[config.mk]
export PLATFORM = sky130hd
export DESIGN_NAME = uart_rx
export DESIGN_NICKNAME = d
export VERILOG_FILES = /design/src/rtl/uart_rx_pkg.sv /design/src/rtl/uart_rx_sync_fifo.sv /design/src/rtl/uart_rx.sv
export SDC_FILE = /design/constraint.sdc
export NUM_CORES = 1
export LEC_CHECK = 0
export CORE_MARGIN = 3
export CORE_UTILIZATION = 58
export DETAILED_ROUTE_END_ITERATION = 10
export PLACE_DENSITY = 0.9
export SYNTH_ARGS = -nofsm -noshare
export SYNTH_HDL_FRONTEND = slang
export SYNTH_SLANG_ARGS = --single-unit
[constraint.sdc]
create_clock -name CLK -period 4.5 [get_ports CLK]
set_clock_uncertainty 0.2 [all_clocks]
set_input_delay 0.45 -clock CLK [delete_from_list [all_inputs] [get_ports CLK]]
set_output_delay 0.45 -clock CLK [all_outputs]
set_load 0.02 [all_outputs]
[src/rtl/uart_rx_pkg.sv]
// Shared definitions for the UART receiver: register offsets, status bit
// positions and receive FSM state encoding.
package uart_rx_pkg;

  localparam logic [7:0] REG_RXDATA = 8'h10;
  localparam logic [7:0] REG_DIV    = 8'h14;
  localparam logic [7:0] REG_STATUS = 8'h18;

  localparam int unsigned STAT_NONEMPTY  = 0;
  localparam int unsigned STAT_OVERRUN   = 1;
  localparam int unsigned STAT_FRAME_ERR = 2;
  localparam int unsigned STAT_COUNT_LSB = 8;

  typedef enum logic [1:0] {
    RX_IDLE  = 2'd0,
    RX_START = 2'd1,
    RX_DATA  = 2'd2,
    RX_STOP  = 2'd3
  } rx_state_e;

endpackage

[src/rtl/uart_rx_sync_fifo.sv]
// Synchronous first-word-fall-through FIFO; push on full is accepted only
// when a pop happens in the same cycle.
module sync_fifo #(
  parameter int WIDTH = 8,
  parameter int DEPTH = 16
) (
  input  logic                     CLK,
  input  logic                     reset,
  input  logic                     push,
  input  logic                     pop,
  input  logic [WIDTH-1:0]         din,
  output logic [WIDTH-1:0]         dout,
  output logic                     full,
  output logic                     empty,
  output logic [$clog2(DEPTH):0]   count
);

  localparam int AW = $clog2(DEPTH);
  localparam logic [AW:0] FULL_CNT = (AW+1)'(DEPTH);

  logic [WIDTH-1:0] r_mem [DEPTH];
  logic [AW-1:0]    r_wr_ptr;
  logic [AW-1:0]    r_rd_ptr;
  logic [AW:0]      r_count;
  logic             w_pop;
  logic             w_push;

  assign w_pop  = pop && (r_count != '0);
  assign w_push = push && ((r_count != FULL_CNT) || w_pop);

  always_ff @(posedge CLK) begin
    if (!reset) begin
      r_wr_ptr <= '0;
      r_rd_ptr <= '0;
      r_count  <= '0;
    end else begin
      if (w_push) r_wr_ptr <= r_wr_ptr + AW'(1);
      if (w_pop)  r_rd_ptr <= r_rd_ptr + AW'(1);
      case ({w_push, w_pop})
        2'b10:   r_count <= r_count + (AW+1)'(1);
        2'b01:   r_count <= r_count - (AW+1)'(1);
        default: r_count <= r_count;
      endcase
    end
  end

  always_ff @(posedge CLK) begin
    if (w_push) r_mem[r_wr_ptr] <= din;
  end

  assign dout  = r_mem[r_rd_ptr];
  assign full  = (r_count == FULL_CNT);
  assign empty = (r_count == '0);
  assign count = r_count;

endmodule

[src/rtl/uart_rx.sv]
// Memory-mapped 8N1 UART receiver: oversampling deframer feeding a receive
// FIFO that the CPU pops through the data register.
module uart_rx
  import uart_rx_pkg::*;
#(
  parameter int          FIFO_DEPTH  = 16,
  parameter logic [31:0] DEFAULT_DIV = 32'd1
) (
  input  logic        CLK,
  input  logic        reset,
  input  logic        wen,
  input  logic        ren,
  input  logic [31:0] addr,
  input  logic [31:0] wdata,
  output logic [31:0] rdata,
  input  logic        rx,
  output logic        irq
);

  localparam int CW = $clog2(FIFO_DEPTH) + 1;

  logic        r_sync1;
  logic        r_rx_s;
  logic        r_rx_prev;
  rx_state_e   r_state;
  rx_state_e   w_state_nxt;
  logic [31:0] r_cnt;
  logic [31:0] w_cnt_nxt;
  logic [2:0]  r_bitn;
  logic [2:0]  w_bitn_nxt;
  logic [7:0]  r_shreg;
  logic [7:0]  w_shreg_nxt;
  logic [31:0] r_div;
  logic        r_overrun;
  logic        r_frame_err;
  logic [31:0] r_rdata;
  logic        r_irq;

  logic          w_tick;
  logic          w_div_wr;
  logic          w_stat_wr;
  logic          w_pop_req;
  logic          w_stop_ok;
  logic          w_stop_bad;
  logic          w_fifo_push;
  logic          w_overrun_set;
  logic [7:0]    w_fifo_dout;
  logic          w_fifo_full;
  logic          w_fifo_empty;
  logic [CW-1:0] w_fifo_count;
  logic [31:0]   w_status;
  logic [31:0]   w_rd_data;
  logic          w_unused_addr;

  assign w_unused_addr = ^addr[31:8];
  assign w_tick        = (r_cnt == 32'd0);
  assign w_div_wr      = wen && (addr[7:0] == REG_DIV);
  assign w_stat_wr     = wen && (addr[7:0] == REG_STATUS);
  assign w_pop_req     = ren && (addr[7:0] == REG_RXDATA) && !w_fifo_empty;
  // A good stop bit on a full FIFO still lands if the CPU pops in the same cycle.
  assign w_fifo_push   = w_stop_ok && (!w_fifo_full || w_pop_req);
  assign w_overrun_set = w_stop_ok && w_fifo_full && !w_pop_req;

  sync_fifo #(
    .WIDTH (8),
    .DEPTH (FIFO_DEPTH)
  ) u_fifo (
    .CLK   (CLK),
    .reset (reset),
    .push  (w_fifo_push),
    .pop   (w_pop_req),
    .din   (r_shreg),
    .dout  (w_fifo_dout),
    .full  (w_fifo_full),
    .empty (w_fifo_empty),
    .count (w_fifo_count)
  );

  always_ff @(posedge CLK) begin
    if (!reset) begin
      r_sync1   <= 1'b1;
      r_rx_s    <= 1'b1;
      r_rx_prev <= 1'b1;
      r_state   <= RX_IDLE;
      r_cnt     <= 32'd0;
      r_bitn    <= 3'd0;
      r_shreg   <= 8'd0;
    end else begin
      r_sync1   <= rx;
      r_rx_s    <= r_sync1;
      r_rx_prev <= r_rx_s;
      r_state   <= w_state_nxt;
      r_cnt     <= w_cnt_nxt;
      r_bitn    <= w_bitn_nxt;
      r_shreg   <= w_shreg_nxt;
    end
  end

  always_comb begin
    w_state_nxt = r_state;
    w_cnt_nxt   = w_tick ? r_div : (r_cnt - 32'd1);
    w_bitn_nxt  = r_bitn;
    w_shreg_nxt = r_shreg;
    w_stop_ok   = 1'b0;
    w_stop_bad  = 1'b0;
    case (r_state)
      RX_IDLE: begin
        if (r_rx_prev && !r_rx_s) begin
          w_state_nxt = RX_START;
          w_cnt_nxt   = r_div >> 1;
        end else begin
          w_cnt_nxt   = r_cnt;
        end
      end
      RX_START: begin
        if (w_tick) begin
          if (!r_rx_s) begin
            w_state_nxt = RX_DATA;
            w_bitn_nxt  = 3'd0;
          end else begin
            w_state_nxt = RX_IDLE;
          end
        end else begin
          w_state_nxt = RX_START;
        end
      end
      RX_DATA: begin
        if (w_tick) begin
          w_shreg_nxt = {r_rx_s, r_shreg[7:1]};
          w_bitn_nxt  = r_bitn + 3'd1;
          w_state_nxt = (r_bitn == 3'd7) ? RX_STOP : RX_DATA;
        end else begin
          w_state_nxt = RX_DATA;
        end
      end
      RX_STOP: begin
        if (w_tick) begin
          w_stop_ok   = r_rx_s;
          w_stop_bad  = !r_rx_s;
          w_state_nxt = RX_IDLE;
        end else begin
          w_state_nxt = RX_STOP;
        end
      end
      default: w_state_nxt = RX_IDLE;
    endcase
    // Reprogramming the bit rate abandons whatever frame was being sampled.
    if (w_div_wr) begin
      w_state_nxt = RX_IDLE;
      w_stop_ok   = 1'b0;
      w_stop_bad  = 1'b0;
    end else begin
      w_state_nxt = w_state_nxt;
    end
  end

  always_ff @(posedge CLK) begin
    if (!reset) begin
      r_div       <= DEFAULT_DIV;
      r_overrun   <= 1'b0;
      r_frame_err <= 1'b0;
    end else begin
      if (w_div_wr) r_div <= wdata;
      if (w_overrun_set)                 r_overrun <= 1'b1;
      else if (w_stat_wr && wdata[1])    r_overrun <= 1'b0;
      if (w_stop_bad)                    r_frame_err <= 1'b1;
      else if (w_stat_wr && wdata[2])    r_frame_err <= 1'b0;
    end
  end

  assign w_status = {16'd0, 8'(w_fifo_count), 5'd0, r_frame_err, r_overrun, !w_fifo_empty};

  always_comb begin
    w_rd_data = 32'd0;
    case (addr[7:0])
      REG_RXDATA: w_rd_data = w_fifo_empty ? 32'd0 : {24'd0, w_fifo_dout};
      REG_DIV:    w_rd_data = r_div;
      REG_STATUS: w_rd_data = w_status;
      default:    w_rd_data = 32'd0;
    endcase
  end

  always_ff @(posedge CLK) begin
    if (!reset) begin
      r_rdata <= 32'd0;
      r_irq   <= 1'b0;
    end else begin
      if (ren) r_rdata <= w_rd_data;
      r_irq <= (w_fifo_count != '0);
    end
  end

  assign rdata = r_rdata;
  assign irq   = r_irq;

endmodule

Word level (Yosys, flattened, before mapping) --
Memories as Yosys holds them, arrays and structs flattened. A register that Yosys moved wholly into a read port is not among the register bits. Index checks and enable logic that the tools add are counted.
Word-level totals: register bits 128, RAM bits 128, bits of input ports 69, output and inout bits 33, memories kept 1
Memories:
- u_fifo.r_mem | depth 16, bits a word 8, read ports 1, clocked after memory_dff 1, write ports 1, line uart_rx_sync_fifo.sv:21 | logic [WIDTH-1:0] r_mem [DEPTH];
Cells by class: add/sub/neg operators 6, equality and inequality tests 15, multiplexer cells 31, bitwise logic cells 1, reductions and logical operators 29
Operators by type and width (count):
- two-way mux 32 bit | 3
- one-hot mux 32 bit (3 select lines) | 1
- logical NOT 32 bit | 1
- subtractor 32 x 1 -> 32 bit, second input constant | 1
- == test 8 x 5 -> 1 bit, second input constant | 3
- two-way mux 1 bit | 14
- logical AND 1 bit | 12
- one-hot mux 5 bit (2 select lines) | 1
- two-way mux 3 bit | 3
- adder 4 x 1 -> 4 bit, second input constant | 2
- two-way mux 2 bit | 4
- two-way mux 4 bit | 2
- two-way mux 8 bit | 1
- inequality test 2 bit, second input constant | 4
- one-hot mux 2 bit (4 select lines) | 1
- nonzero test 2 bit | 4
- == test 2 bit, second input constant | 3
- one-hot mux 3 bit (2 select lines) | 1
- adder 5 x 1 -> 5 bit, second input constant | 1
- == test 5 bit, second input constant | 1
- logical NOT 5 bit | 1
- inequality test 5 bit, second input constant | 1
- nonzero test 5 bit | 1
- subtractor 5 x 1 -> 5 bit, second input constant | 1
- 10 further kinds | 15

Longest topological paths before layout --
Gate-level depths: netlist of the first run.
word-level depth 8, gate-level depth with buffers 16, depth with buffers taken out 15

Modules after synthesis --
Synthesis of the first run repeated with hierarchy kept, for this count alone.
Unflattened totals: cell total of the unflattened synthesis 1024, area total of the unflattened synthesis 11593.6 um2
Modules (own cells, without submodules):
- sync_fifo | times used 1, cells each 292, area an instance 5805.6 um2
- uart_rx | times used 1, cells each 732, area an instance 5788.1 um2

Least setup slack after synthesis of the first run --
No wires, ideal clock.
path type register to register, start point reg r_cnt[26], end point reg u_fifo.r_count[4] (netlist: u_fifo.count[4]), setup time 0.070 ns, data arrival time 3.795 ns, data required time 4.230 ns, slack 0.435 ns, cell stages (with the launch flop) 16, buffers on the path 2, clock period less this slack 4.065 ns, cells stage by stage dfxtp_1 > or4_4 > or3_1 > buf_6 > or3_1 > nor3_4 > buf_2 > inv_1 > ha_1 > xor2_1 > ha_1 > a211o_1 > a21oi_1 > a221oi_1 > or3_1 > a21oi_1
Between the ends: cells in the longest elaborated chain, start to end 8, elaborated cells on any way between the ends 10, classes of those cells eq/ne: 2; mux: 4; reduce/logical: 4
Ends and longest elaborated chain:
- start: declaration | line uart_rx.sv:27 | logic [31:0] r_cnt;
- start signal: assignment | line uart_rx.sv:93 | r_cnt <= w_cnt_nxt;
- logical NOT 32 bit (*) | line uart_rx.sv:56 | assign w_tick = (r_cnt == 32'd0);
- two-way mux 1 bit (*) | line uart_rx.sv:137 | if (w_tick) begin
- two-way mux 1 bit (*) | line uart_rx.sv:106 | case (r_state)
- two-way mux 1 bit (*) | line uart_rx.sv:148 | if (w_div_wr) begin
- logical AND 1 bit (*) | line uart_rx.sv:61 | assign w_fifo_push = w_stop_ok && (!w_fifo_full || w_pop_req);
- logical AND 1 bit (*) | line uart_rx_sync_fifo.sv:29 | assign w_push = push && ((r_count != FULL_CNT) || w_pop);
- == test 2 x 1 -> 1 bit / == test 2 bit (equally long branches) | line uart_rx_sync_fifo.sv:39 | case ({w_push, w_pop})
- one-hot mux 5 bit (2 select lines) / nonzero test 2 bit (equally long branches)
- end signal: assignment | line uart_rx_sync_fifo.sv:40 | 2'b10: r_count <= r_count + (AW+1)'(1);
- end signal: assignment | line uart_rx_sync_fifo.sv:41 | 2'b01: r_count <= r_count - (AW+1)'(1);
- end signal: assignment | line uart_rx_sync_fifo.sv:42 | default: r_count <= r_count;
- end: declaration | line uart_rx_sync_fifo.sv:24 | logic [AW:0] r_count;
Every way passes the cells marked *; elsewhere a longest branch is shown, timed or not. A chain may end at the register's enable or synchronous reset.

Final worst setup path of the first run --
Same ends and word-level chain as after synthesis.

==> results.md, run 1 <==
* Post-layout nets at ~1200
* Commonest non-fill, non-tap cell in the layout: nand2_1
* Req. time, crit path at 4.75 ns
* Register area at around 6500 um2
* Area occupied by multi-input gates at ~4700 um2
* Worst reg2reg endpoint: u_fifo.count[4]
* Max-slew violation count at 0
* Largest net degree at the start of global routing at 70
* R2r worst-path depth at 13
* Outcome: finished clean
* Synthesized flop and latch total at 260
* Sink Count at 260
* Antenna diodes at 0
* Hold path depth at 1
* Crit end category: flip-flop
* CP Class: flip-flop to flip-flop
* Crit-path cells: or4_4 > or3_1 > or3_1 > nor3_4 > inv_1 > ha_1 > xor2_1 > ha_1 > a211o_1 > a21oi_1 > a221oi_1 > or3_1 > a21oi_1
* Hold Buf Count CTS at 0
* Clk pin slew, worst setup/hold paths at 0.06 ns
* Routed Wire Length at approximately 29000 um
* Pwr/cell area at ~390 nW/um2
* WP data arrival at between 4 and 5 ns
* Worst setup SP type: flip-flop
* Resize count post-CTS at 0
* Static Leak at around 0.0046 uW
* DR DRC count at 0
* Most frequent CP cell: or3_1
* CTS buffer count at 25
* Drt first pass iters at 6
* TNS Setup at 0 ns
* Worst setup margin at approximately 0.26 ns
* Clk root buf: clkbuf_16
* Core ar. at 19100 um2
* Synth Flop Type: dfxtp_1
* Post-synth EDFFs at between 100 and 150
* CTS tree: built
* CTS H-Tree Depth at 1
* Die ar. at 21600 um2
* Worst slack, placed at 0.189 ns
* CP max stage cell: or4_4
* GRT Total Usage at approximately a quarter
* Starting Density at 60.3%
* GP Congestion at approximately 0.96
* RSZ-0062 raised after global routing: no
* Chip Height at approximately 150 um
* Critical R2R Launch: r_cnt[26]
* Start point of the worst min-delay path: r_sync1
* Hold worst-path end: r_rx_s
* Fill cell count at about 1200
* Mapped Cells at 1033
* Ranking of synthesized cells by area: edfxtp_1 (33%), dfxtp_1 (23%), mux4_2 (6.5%)
* Final min period at around 4.2 ns
* DP HPWL at between 15000 and 20000 um
* Final worst-path cycle share at between 90% and 100%
* Post-route ant nets at 0
* Hold Slack at 0.206 ns
* Syn_nets at 1115
* Worst-Margin Slew at ~1.1 ns
* Library cells used by synthesis at 66
* Yosys warning count at 0
* CTS Buffer Depth at 3
* Mapped cell area at 11500 um2
* CP max FO at 8
* Total power at ~5200 uW
* Share of layout cells above drive strength 1 at 10.4%
* Max VDD drop at roughly 0.25 mV
* Max-capacitance violation count at 0
* Number of post-CTS setup repair buffers at 0
* Post-Syn Area per Cell at approximately 11 um2
* Fmax at roughly 0.24 GHz
* Final Setup Violations at 0
* Vias in the first global route at 8372
* Number of vias per cell at ~6.5
* Most frequent cells in the layout: nand2_1 (147), dfxtp_1 (131), edfxtp_1 (128)
* First-pass GRT wire length at about 46000 um
* 1st-iter DRT viols at 1295
* Leading area contributor after synthesis: edfxtp_1
* Relative slew margins at roughly 27%
* Worst-Skew Late Latency at around 0.54 ns
* Grt ovf at 0
* Initial antenna violation count at 0
* Top Ports at 102
* Rows at 50
* Final hold violations at 0
* Ys async rst share at 0%
* Hold Crit Class: flip-flop to flip-flop
* Total vias in the final route at between 8000 and 9000
* Seq/Total Area, Yosys at 56.4%
* CP max stage delay at 0.60 ns
* Post-DR wirelength/cell at 21.3 um
* Die Wd at around 150 um
* PortBufs at 77
* Area Overhead vs Synth at 15.0%
* Yosys top cell area share at about 33%
* Reg2Reg Setup Slack at 0.26 ns
-- metrics by stage --
stage / std cells / area, um2 / util [%]
6_report: 1361 / 13200 / 69.3
5_1_grt: 1361 / 13200 / 69.3
4_1_cts: 1361 / 13200 / 69.3
3_5_place_dp: 1317 / 12500 / 65.3
3_3_place_gp: 1317 / 12500 / 65.3
2_1_floorplan: 1033 / 11500 / -
-- state kept, by name, indices dropped and copies added, names as in the netlist, named ones only --
| register | cells |
|---|---|
| r_rx_prev | 1 |
| u_fifo.r_rd_ptr | 4 |
| u_fifo.r_mem | 128 |
| r_rx_s | 1 |
| r_state | 2 |
| r_sync1 | 1 |
| r_shreg | 8 |
| r_div | 32 |
| u_fifo.r_wr_ptr | 4 |
| r_frame_err | 1 |
| irq | 1 |
| r_overrun | 1 |
| r_cnt | 32 |
| rdata | 32 |
| r_bitn | 3 |
| u_fifo.count | 5 |
-- power by group --
part	total, uW	internal (uW)	switching, uW
combinational	674	254	420
clock	1980	1110	868
sequential	2520	2490	38.1
-- synth_stat cells, types with 9 or more instances --
| cell type | instances |
|---|---|
| o22ai_1 | 13 |
| nand2b_1 | 14 |
| a221o_1 | 13 |
| or4_1 | 9 |
| nor3_1 | 30 |
| ha_1 | 13 |
| nand2_1 | 147 |
| nand3_1 | 23 |
| o21ai_0 | 16 |
| mux2i_1 | 29 |
| and3_1 | 16 |
| inv_1 | 11 |
| a21oi_1 | 94 |
| nor2_1 | 59 |
| nor4_1 | 14 |
| nor2b_1 | 32 |
| clkbuf_1 | 58 |
| xnor2_1 | 12 |
| nand4_1 | 11 |
| mux4_2 | 33 |
| xor2_1 | 18 |
| dfxtp_1 | 132 |
| edfxtp_1 | 128 |
-- worst max-delay path, delay by kind of cell, from the launching register on --
kind | cells | cell delay (ns)
AO/OA/AOI/OAI | 4 | 0.69
XOR/XNOR | 1 | 0.17
adder cells (fa/ha/maj) | 2 | 0.52
buffers and inverters | 1 | 0.09
flip-flops | 1 | 0.36
AND/OR/NAND/NOR | 5 | 2.13
-- area by class of cell --
class	count	share of cell area [%]
clock buffers	39	5.51
clock inverters	5	0.312
inverters	11	0.312
multi-input cells	690	35.4
flip-flops and latches	260	49.1
well taps	260	2.46
repair buffers	96	6.91
-- layer usage --
layer / global-route usage, % / up-vias / part of all wire (%) / wire length (um)
met3: 3.95 / 78 / 9.6 / 2770
met5: 0 / - / 0 / 0
met4: 7.38 / 0 / 2.6 / 759
met2: 43.0 / 547 / 48 / 13900
li1: - / 3919 / - / -
met1: 37.2 / 4249 / 40 / 11500
-- worst max path at each step --
stage	startpoint	depth (start not counted)	slack, ns	endpoint
global route	r_cnt[26]	13	0.08	u_fifo.count[4]
CTS	r_cnt[26]	13	0.33	u_fifo.count[4]
finish	r_cnt[26]	13	0.26	u_fifo.count[4]
floorplan	r_cnt[26]	15	0.44	u_fifo.count[4]
global placement	addr[1]	14	0.25	u_fifo.count[4]
detailed placement	addr[1]	14	0.19	u_fifo.count[4]
-- kinds of logic after synthesis --
family          share of synthesized area [%]
buf+inv                                  2.98
simple gates                             17.1
compound gates                           10.1
xor+xnor                                 2.28
fa+ha+maj                                1.41
mux                                      9.67
flops                                    56.4
(Power assumes the default switching activity.)
==> inputs of run 2 (changes only) <==
--- a/config.mk
+++ b/config.mk
@@ -8,7 +8,8 @@
 export CORE_MARGIN = 3
 export CORE_UTILIZATION = 58
 export DETAILED_ROUTE_END_ITERATION = 10
-export PLACE_DENSITY = 0.9
+export PLACE_DENSITY = 0.83
+export SKIP_CTS_REPAIR_TIMING = 1
 export SYNTH_ARGS = -nofsm -noshare
 export SYNTH_HDL_FRONTEND = slang
 export SYNTH_SLANG_ARGS = --single-unit
==> run 2 against run 1 <==
Effect of this change: final area increased by 0.59%; hold slack worse by 0.010 ns; register-to-register slack gained 0.02 ns; critical path depth did not move; non-clock buffer count stayed put; via count down 1.9%; setup slack better by 0.023 ns; routed wire length down 1.4%; die area unchanged; global-route usage fell by 0.44 points; final cell count is 0.29% higher; sequential power about the same; largest cell class unchanged; highest routed layer unchanged.
==> results.md, run 2 (synthesis gave the netlist of run 1 again) <==
* First-pass GRT wire length at 45000 um
* Register share of total power at 47.5%
* Hold Crit Class: flip-flop to flip-flop
* Die ar. at 21600 um2
* Most frequent CP cell: or3_1
* Worst-Margin Slew at between 1 and 1.5 ns
* Worst-Skew Late Latency at between 0.5 and 0.6 ns
* Hold worst-path end: r_rx_s
* Crit-path cells: or4_4 > or3_1 > or3_1 > nor3_4 > inv_1 > ha_1 > xor2_1 > ha_1 > a211o_1 > a21oi_1 > a221oi_1 > or3_1 > a21oi_1
* Largest net degree at the start of global routing at slightly below 60
* Most frequent cells in the layout: nand2_1 (147), dfxtp_1 (131), edfxtp_1 (128)
* Hold path depth at 1
* DP HPWL at 18400 um
* Total vias in the final route at between 8000 and 9000
* Share of layout cells above drive strength 1 at between 10% and 20%
* R2r worst-path depth at 13
* Commonest non-fill, non-tap cell in the layout: nand2_1
* Final hold violations at 0
* Family with the most delay on the worst path: simple AND/OR/NAND/NOR gates
* Grt ovf at 0
* Max reg flops at 128
* Start point of the worst min-delay path: r_sync1
* Initial antenna violation count at 0
* Clock power share at 40.1%
* CP max stage cell: or4_4
* Post-DR wirelength/cell at about 21 um
* Sink Count at 260
* Number of vias per cell at between 6 and 7
* Routed Wire Length at 28600 um
* Crit end category: flip-flop
* WP data arrival at roughly 4.5 ns
* CP Class: flip-flop to flip-flop
* 1st-iter DRT viols at around 980
* Antenna diodes at 0
* Placed Instances at approximately 1300
* Top Ports at roughly 100
* Rows at 50
* Outcome: finished clean
* CTS tree: built
* Req. time, crit path at roughly 4.8 ns
* Max-capacitance violation count at 0
* Comb power frac at 12.4%
* DR DRC count at 0
* Cell internal pwr at approximately 4000 uW
* Fmax at around 0.24 GHz
* Largest Register: u_fifo.r_mem
* PortBufs at 77
* Final Setup Violations at 0
* CP max stage delay at around 0.59 ns
* Final Non-Filler Cells at between 1000 and 1500
* Buf/Inv on CP at 1
* Clk root buf: clkbuf_16
* Chip Height at 147 um
* CTS H-Tree Depth at 1
* Static Leak at 0.00464 uW
* Worst setup SP type: flip-flop
* Met2 global-route usage at roughly 40%
* Worst reg2reg endpoint: u_fifo.count[4]
* Max-slew violation count at 0
* GR Util met1 at between 30% and 40%
* CTS buffer count at 26
* GR Util met3 at 5.61%
* Clk pin slew, worst setup/hold paths at about 0.060 ns
* Final worst-path cycle share at 93.7%
* Max VDD drop at approximately 0.32 mV
* Post-route ant nets at 0
* CTS Buffer Depth at 3
* TNS Setup at 0 ns
* Switch share at about 25%
* Reg2Reg Setup Slack at approximately 0.28 ns
* Post-layout nets at between 1000 and 1500
* Pwr/cell area at ~400 nW/um2
* Die Wd at approximately 150 um
* GRT Max-Usage Layer: met2
* Drt first pass iters at 5
* CP max FO at 8
* RSZ-0062 raised after global routing: no
* Relative slew margins at about a quarter
* Critical R2R Launch: r_cnt[26]
* Starting Density at approximately three fifths
* GRT Total Usage at 25.9%
* P_sw at around 1300 uW
* GP Congestion at about 0.96
* Core ar. at ~19000 um2
* Vias in the first global route at around 8300
* Final min period at 4.22 ns
* Area Overhead vs Synth at 15.6%
run 2: area by class of cell:
type	instances	area, um2
Timing Repair Buffer	96	913
Sequential cell	260	6490
Fill cell	1329	5780
Clock inverter	11	77.6
Inverter	11	41.3
Clock buffer	37	774
Multi-Input combinational cell	690	4680
Tap cell	260	325
run 2: power by group through the flow:
stage	clock network [uW]	logic (uW)	registers (uW)
2_1_floorplan	0	496	2560
3_3_place_gp	0	618	2570
3_5_place_dp	0	632	2570
4_1_cts	2150	643	2520
5_1_grt	2240	712	2520
6_report	2130	661	2520
run 2: stage by stage:
stage                     util (%)  cell area (um2)  total power (uW)  setup WS, ns  hold WS, ns
after floorplan                  -            11500              3050         0.435        0.186
after global placement        65.3            12500              3190         0.227        0.188
after detailed placement      65.3            12500              3200         0.102        0.201
after CTS                     69.7            13300              5310         0.329        0.208
after global routing          69.7            13300              5470         0.106        0.237
final                         69.7            13300              5310         0.283        0.196
run 2: worst max-delay path by stage:
stage / start / end / slack [ns] / cells past startpoint
final: r_cnt[26] / u_fifo.count[4] / 0.28 / 13
after global routing: r_cnt[26] / u_fifo.count[4] / 0.11 / 12
after CTS: r_cnt[26] / u_fifo.count[4] / 0.33 / 13
after detailed placement: addr[1] / u_fifo.count[3] / 0.10 / 12
after global placement: addr[1] / u_fifo.count[4] / 0.23 / 14
after floorplan: r_cnt[26] / u_fifo.count[4] / 0.44 / 15
run 2: worst register-to-register path, stage by stage, from the launching register on:
cell and delay [ns]:
dfxtp_1 0.36, or4_4 0.59, or3_1 0.50, or3_1 0.51, nor3_4 0.24, inv_1 0.09
ha_1 0.31, xor2_1 0.18, ha_1 0.23, a211o_1 0.28, a21oi_1 0.14, a221oi_1 0.07
or3_1 0.32, a21oi_1 0.14
run 2: metal layers:
layer  part of all wire, %  up-vias  routed length [um]
met4                   2.8        0                 806
met3                    10       75                2960
met5                     0        -                   0
li1                      -     3913                   -
met2                    47      494               13400
met1                    40     4145               11400
